==> config.mk <==
export PLATFORM = sky130hd
export DESIGN_NAME = megarom_spi_master
export DESIGN_NICKNAME = d
export VERILOG_FILES = /design/src/rtl/megarom_spi_master.sv
export SDC_FILE = /design/constraint.sdc
export NUM_CORES = 1
export LEC_CHECK = 0
export CAP_MARGIN = 20
export CORE_ASPECT_RATIO = 1.4
export CORE_MARGIN = 8
export CORE_UTILIZATION = 38
export CTS_BUF_LIST = sky130_fd_sc_hd__clkbuf_8
export DETAILED_ROUTE_END_ITERATION = 16
export RECOVER_POWER = 100
export SLEW_MARGIN = 20
export SYNTH_ARGS = -nofsm -noshare
export SYNTH_HDL_FRONTEND = slang
export SYNTH_SLANG_ARGS = --single-unit
==> constraint.sdc <==
create_clock -name clk -period 2.3 [get_ports clk]
set_input_delay 0.46 -clock clk [delete_from_list [all_inputs] [get_ports clk]]
set_output_delay 0.46 -clock clk [all_outputs]
set_load 0.01 [all_outputs]
==> src/rtl/megarom_spi_master.sv <==
// rtl/megarom_spi_master.sv - SPI master framing 32-bit MegaROM accesses to the CPLD
module megarom_spi_master #(
   parameter int DIV = 2,
   parameter int GAP = 4
) (
   input  logic        clk,
   input  logic        rst,
   input  logic        cmd_valid,
   output logic        cmd_ready,
   input  logic [18:0] cmd_addr,
   input  logic        cmd_rnw,
   input  logic [7:0]  cmd_wdata,
   input  logic        cmd_release,
   output logic        rsp_valid,
   output logic [7:0]  rsp_rdata,
   output logic        bbc_enabled,
   output logic        cpld_SCK,
   output logic        cpld_MOSI,
   output logic        cpld_SS,
   input  logic        cpld_MISO
);

   localparam logic [6:0] DIV_M1 = 7'(DIV - 1);
   localparam logic [7:0] GAP_M1 = 8'(GAP - 1);

   typedef enum logic [1:0] {
      S_IDLE,
      S_SHIFT_LOW,
      S_SHIFT_HIGH,
      S_GAP
   } state_t;

   state_t      r_state;
   logic        r_cmd_ready;
   logic        r_rsp_valid;
   logic [7:0]  r_rsp_rdata;
   logic        r_bbc_enabled;
   logic        r_sck;
   logic        r_mosi;
   logic        r_ss;
   logic [6:0]  r_div;
   logic [5:0]  r_bit;
   logic [7:0]  r_gap;
   logic [30:0] r_shift;
   logic [7:0]  r_rx;
   logic        r_rnw;
   logic        r_release;

   // Frame in transmission order: bit 0 (sent first) is the MSB of this word.
   logic [31:0] w_frame;
   assign w_frame = {cmd_addr, cmd_rnw, (cmd_rnw ? 8'h00 : cmd_wdata), 3'b000, cmd_release};

   assign cmd_ready   = r_cmd_ready;
   assign rsp_valid   = r_rsp_valid;
   assign rsp_rdata   = r_rsp_rdata;
   assign bbc_enabled = r_bbc_enabled;
   assign cpld_SCK    = r_sck;
   assign cpld_MOSI   = r_mosi;
   assign cpld_SS     = r_ss;

   // Frame sequencer: accept, shift 32 SCK periods, then hold SS high for the gap.
   always_ff @(posedge clk) begin
      if (rst) begin
         r_state       <= S_IDLE;
         r_cmd_ready   <= 1'b0;
         r_rsp_valid   <= 1'b0;
         r_rsp_rdata   <= 8'h00;
         r_bbc_enabled <= 1'b1;
         r_sck         <= 1'b0;
         r_mosi        <= 1'b0;
         r_ss          <= 1'b1;
         r_div         <= 7'd0;
         r_bit         <= 6'd0;
         r_gap         <= 8'd0;
         r_shift       <= 31'd0;
         r_rx          <= 8'h00;
         r_rnw         <= 1'b0;
         r_release     <= 1'b0;
      end else begin
         r_rsp_valid <= 1'b0;
         case (r_state)
            S_IDLE: begin
               if (cmd_valid && r_cmd_ready) begin
                  r_cmd_ready <= 1'b0;
                  r_rnw       <= cmd_rnw;
                  r_release   <= cmd_release;
                  r_shift     <= w_frame[30:0];
                  r_mosi      <= w_frame[31];
                  r_ss        <= 1'b0;
                  r_sck       <= 1'b0;
                  r_div       <= 7'd0;
                  r_bit       <= 6'd0;
                  r_state     <= S_SHIFT_LOW;
               end else begin
                  r_cmd_ready <= 1'b1;
               end
            end
            S_SHIFT_LOW: begin
               if (r_div == DIV_M1) begin
                  r_div   <= 7'd0;
                  r_sck   <= 1'b1;
                  r_state <= S_SHIFT_HIGH;
                  // Only the last byte of the frame carries read data back.
                  if (r_bit >= 6'd24) begin
                     r_rx <= {r_rx[6:0], cpld_MISO};
                  end
               end else begin
                  r_div <= r_div + 7'd1;
               end
            end
            S_SHIFT_HIGH: begin
               if (r_div == DIV_M1) begin
                  r_div <= 7'd0;
                  r_sck <= 1'b0;
                  if (r_bit == 6'd31) begin
                     // The last SCK fall coincides with SS rising and the response.
                     r_ss          <= 1'b1;
                     r_mosi        <= 1'b0;
                     r_rsp_valid   <= 1'b1;
                     r_rsp_rdata   <= r_rnw ? r_rx : 8'h00;
                     r_bbc_enabled <= r_release;
                     r_gap         <= 8'd1;
                     if (GAP == 1) begin
                        r_cmd_ready <= 1'b1;
                        r_state     <= S_IDLE;
                     end else begin
                        r_state <= S_GAP;
                     end
                  end else begin
                     r_bit   <= r_bit + 6'd1;
                     r_mosi  <= r_shift[30];
                     r_shift <= {r_shift[29:0], 1'b0};
                     r_state <= S_SHIFT_LOW;
                  end
               end else begin
                  r_div <= r_div + 7'd1;
               end
            end
            S_GAP: begin
               // Ready is raised so an immediate accept leaves SS high exactly GAP cycles.
               if (r_gap == GAP_M1) begin
                  r_cmd_ready <= 1'b1;
                  r_state     <= S_IDLE;
               end else begin
                  r_gap <= r_gap + 8'd1;
               end
            end
            default: begin
               r_state <= S_IDLE;
            end
         endcase
      end
   end

endmodule

==> flow_summary.yaml, run 1 <==
clocking:
  clk_pin_slew_ps: 80
  cts_hold_buf: 0
  clk_path_buf_depth: 2
  insertion_delay_ps: 360
  clockRootBuffer: "clkbuf_8"
  h-tree-depth: 3
  cts_resized: 0
  numCtsBuffers: 9
  cts.sinks: 78
  cts_tree: "built"
  post_cts_buffers: 0
global_route:
  gr-total-overflow: 0
  grt_pass1_wl_um: 13800
  use_met2_pct: 21.8
  grt-busiest-layer: "met2"
  grtUsageMet1_pct: 15.3
  use_met3_pct: 3.19
  grt_pass1_vias: 2999
  antenna_found_initial: 0
  grt_use_total_pct: 13.2
  grt_max_degree: 50
drt:
  routedWlPerCell_um: 14.0
  drc: 0
  drtIter0Drc: 139
  dr.pass1.iters: 4
  vias: 2952
  wirelength_um: 7780
  viasPerCell: 5.30
  drt.antenna.violating_nets: 0
setup_path:
  crit_type: "reg -> reg"
  cpMaxStageDelayCell: "or4_1"
  cp_slowest_stage_delay_ps: 450
  r2r_cells: 7
  start_kind: "flip-flop"
  r2r_slack_ps: 180
  required_ps: 2590
  crit_chain: "inv_1, ha_2, nor2b_1, nand4_1, a21o_1, or4_1, o21ai_0"
  cp.arrival_ps: 2400
  r2r_start: "r_state[0]"
  worst-path-max-fanout: 8
  r2r_end: "r_gap[4]"
  cp-end-kind: "flip-flop"
timing:
  hold_viol: 0
  worst_pin_slew_ps: 569
  drv_slew: 0
  fmax_mhz: 473
  finalSetupTns_ps: 0
  setup_viol: 0
  rsz0062_at_grt: "false"
  timing.final.crit_period_ps: 2120
  slew_headroom_pct: 61.9
  fin_crit_sh_pct: 92.0
  finClkSkew_ps: 8.69
logic_synthesis:
  synth_area_um2: 3480
  ys_warn_count: 0
  synth_cell_types: 41
  synth.avg_cell_area_um2: 8.78
  synth_cells: 397
  seq_area_frac_synth_pct: 44.8
  synth_nets: 439
  synth_edf_count: 0
  synth-main-ff-cell: "dfxtp_1"
  async_reset_ff_share_pct: 0
  synth-seq-cells: 78
cells_and_area:
  diodes: 0
  area_growth_pct: 23.9
  final_core_util_pct: 48.1
  final_cells: 557
  fin_nets: 487
  drive_gt1_share_pct: 8.22
power:
  powerDensity_nw_per_um2: 1040
  p_seq_share_pct: 41.0
  swShare_pct: 35.1
  p_sw_mw: 1.58
  p_clk_share_pct: 25.5
  p_leak_nw: 1.60
  peakVddDrop_mv: 0.607
  power_frac_comb_pct: 33.6
  p_int_mw: 2.91
  power_mw: 4.49
hold_path:
  hold_path_depth: 2
  hold_path.class: "reg -> reg"
  min_from: "rsp_rdata[7]"
  min_to: "rsp_rdata[7]"
outcome:
  status: "complete, no violations"
placed_design:
  hpwl_um: 5470
  numPortBuffers: 46
  gp_congestion: 0.765
  dpl.cell_count: 541
flow_run:
  max_cap_viol_count: 0
die:
  die-width_um: 96.9
  dieArea_um2: 12500
  core_um2: 8980
  pin_count: 47
  die_height_um: 129
  rows: 41
  start_util_pct: 38.8
[metrics by stage]
step | hold slack, ps | instance area [um2] | worst slack (ps)
3_5_place_dp | 443 | 4120 | 23.9
5_1_grt | 480 | 4320 | 12.9
6_report | 450 | 4320 | 184
4_1_cts | 456 | 4340 | 79.0
2_1_floorplan | 441 | 3480 | 263
3_3_place_gp | 438 | 4120 | 58.3
[synthesized netlist by cell type (all sizes together) (5+ instances only)]
cell type	n	share of area [%]
ha	9	3.2
nand2	21	2.3
nor3	14	2.0
buf	7	1.1
a221oi	10	2.5
dfxtp	78	45
clkbuf	18	1.9
xor2	5	1.3
o21ai	10	1.4
mux2i	31	8.9
nor2	66	7.1
a211oi	23	5.0
nand3	21	3.0
a21oi	25	3.6
a31oi	5	0.90
inv	9	0.97
[cell families (layout without fill, tap and decap cells)]
kind of cell,count (synthesis),in the layout,synth area share (%)
simple gates,150,150,20.4
compound gates,89,89,17.1
flops,78,78,44.8
buf+inv,34,87,4.02
mux,31,31,8.90
fa+ha+maj,9,9,3.23
xor+xnor,6,6,1.51
[cells in the final DEF, fill, tap and decap left out, types with 4 or more instances in the layout]
cell             count
nand3_1             21
mux2i_1             31
inv_1                9
dlygate4sd3_1       14
a31oi_1              5
nand4_1              4
nor3_1              14
a211oi_1            22
clkbuf_1             4
nor2_1              66
clkbuf_8             9
nand2_1             21
a221oi_1            10
xor2_1               5
o21ai_0             10
ha_1                 8
a21oi_1             25
clkdlybuf4s50_1     31
nand3b_1             4
dfxtp_1             78
buf_4                8
a22oi_1              4
[how the worst max path moves through the flow]
stage / to / slack [ps] / from
4_1_cts: r_bit[0] / 80 / r_div[0]
5_1_grt: r_gap[6] / 10 / r_state[0]
6_report: r_gap[4] / 180 / r_state[0]
2_1_floorplan: r_bit[3] / 260 / r_div[0]
3_3_place_gp: r_state[1] / 60 / cmd_valid
3_5_place_dp: r_state[1] / 20 / cmd_valid
[critical path, delay by kind of cell (launching register included)]
family                     cells  cell delay, ps
and+or+nand+nor                3             950
AOI/OAI and AO/OA              2             370
adders and majority gates      1             270
buffers and inverters          1             120
DFF                            1             340
[flip-flops by register name (all words and copies together) (netlist names)]
signal and cells:
r_gap 8, cpld_MOSI 1, r_state 2, r_bit 6, r_shift 31, cpld_SCK 1, cpld_SS 1, bbc_enabled 1
r_rnw 1, r_rx 8, cmd_ready 1, rsp_valid 1, r_div 7, rsp_rdata 8, r_release 1
[routing by layer]
| layer | up-vias | wire (um) |
|---|---|---|
| met2 | 47 | 3700 |
| met1 | 1373 | 3630 |
| met3 | 11 | 256 |
| li1 | 1521 | - |
| met5 | - | 0 |
| met4 | 0 | 181 |
[power groups by stage]
stage | combinational, mW | clock [mW] | sequential [mW]
2_1_floorplan | 1.16 | 0 | 1.82
3_3_place_gp | 1.55 | 0 | 1.86
3_5_place_dp | 1.57 | 0 | 1.87
4_1_cts | 1.58 | 1.17 | 1.84
5_1_grt | 1.75 | 1.24 | 1.88
6_report | 1.51 | 1.14 | 1.84
[layout make-up]
cell class / count / area [um2]
Clock buffer: 9 / 124
Clock inverter: 7 / 96.3
Fill cell: 876 / 4660
Inverter: 9 / 33.8
Multi-Input combinational cell: 285 / 1810
Sequential cell: 78 / 1560
Tap cell: 107 / 134
Timing Repair Buffer: 62 / 559
Power figures use the tool's default switching activity.
==> run 2, diff against run 1 <==
--- a/config.mk
+++ b/config.mk
@@ -11,6 +11,7 @@
 export CORE_UTILIZATION = 38
 export CTS_BUF_LIST = sky130_fd_sc_hd__clkbuf_8
 export DETAILED_ROUTE_END_ITERATION = 16
+export HOLD_SLACK_MARGIN = 0.03
 export RECOVER_POWER = 100
 export SLEW_MARGIN = 20
 export SYNTH_ARGS = -nofsm -noshare
==> results of run 2 <==
The final DEF is identical to that of run 1; final timing and power are the same.
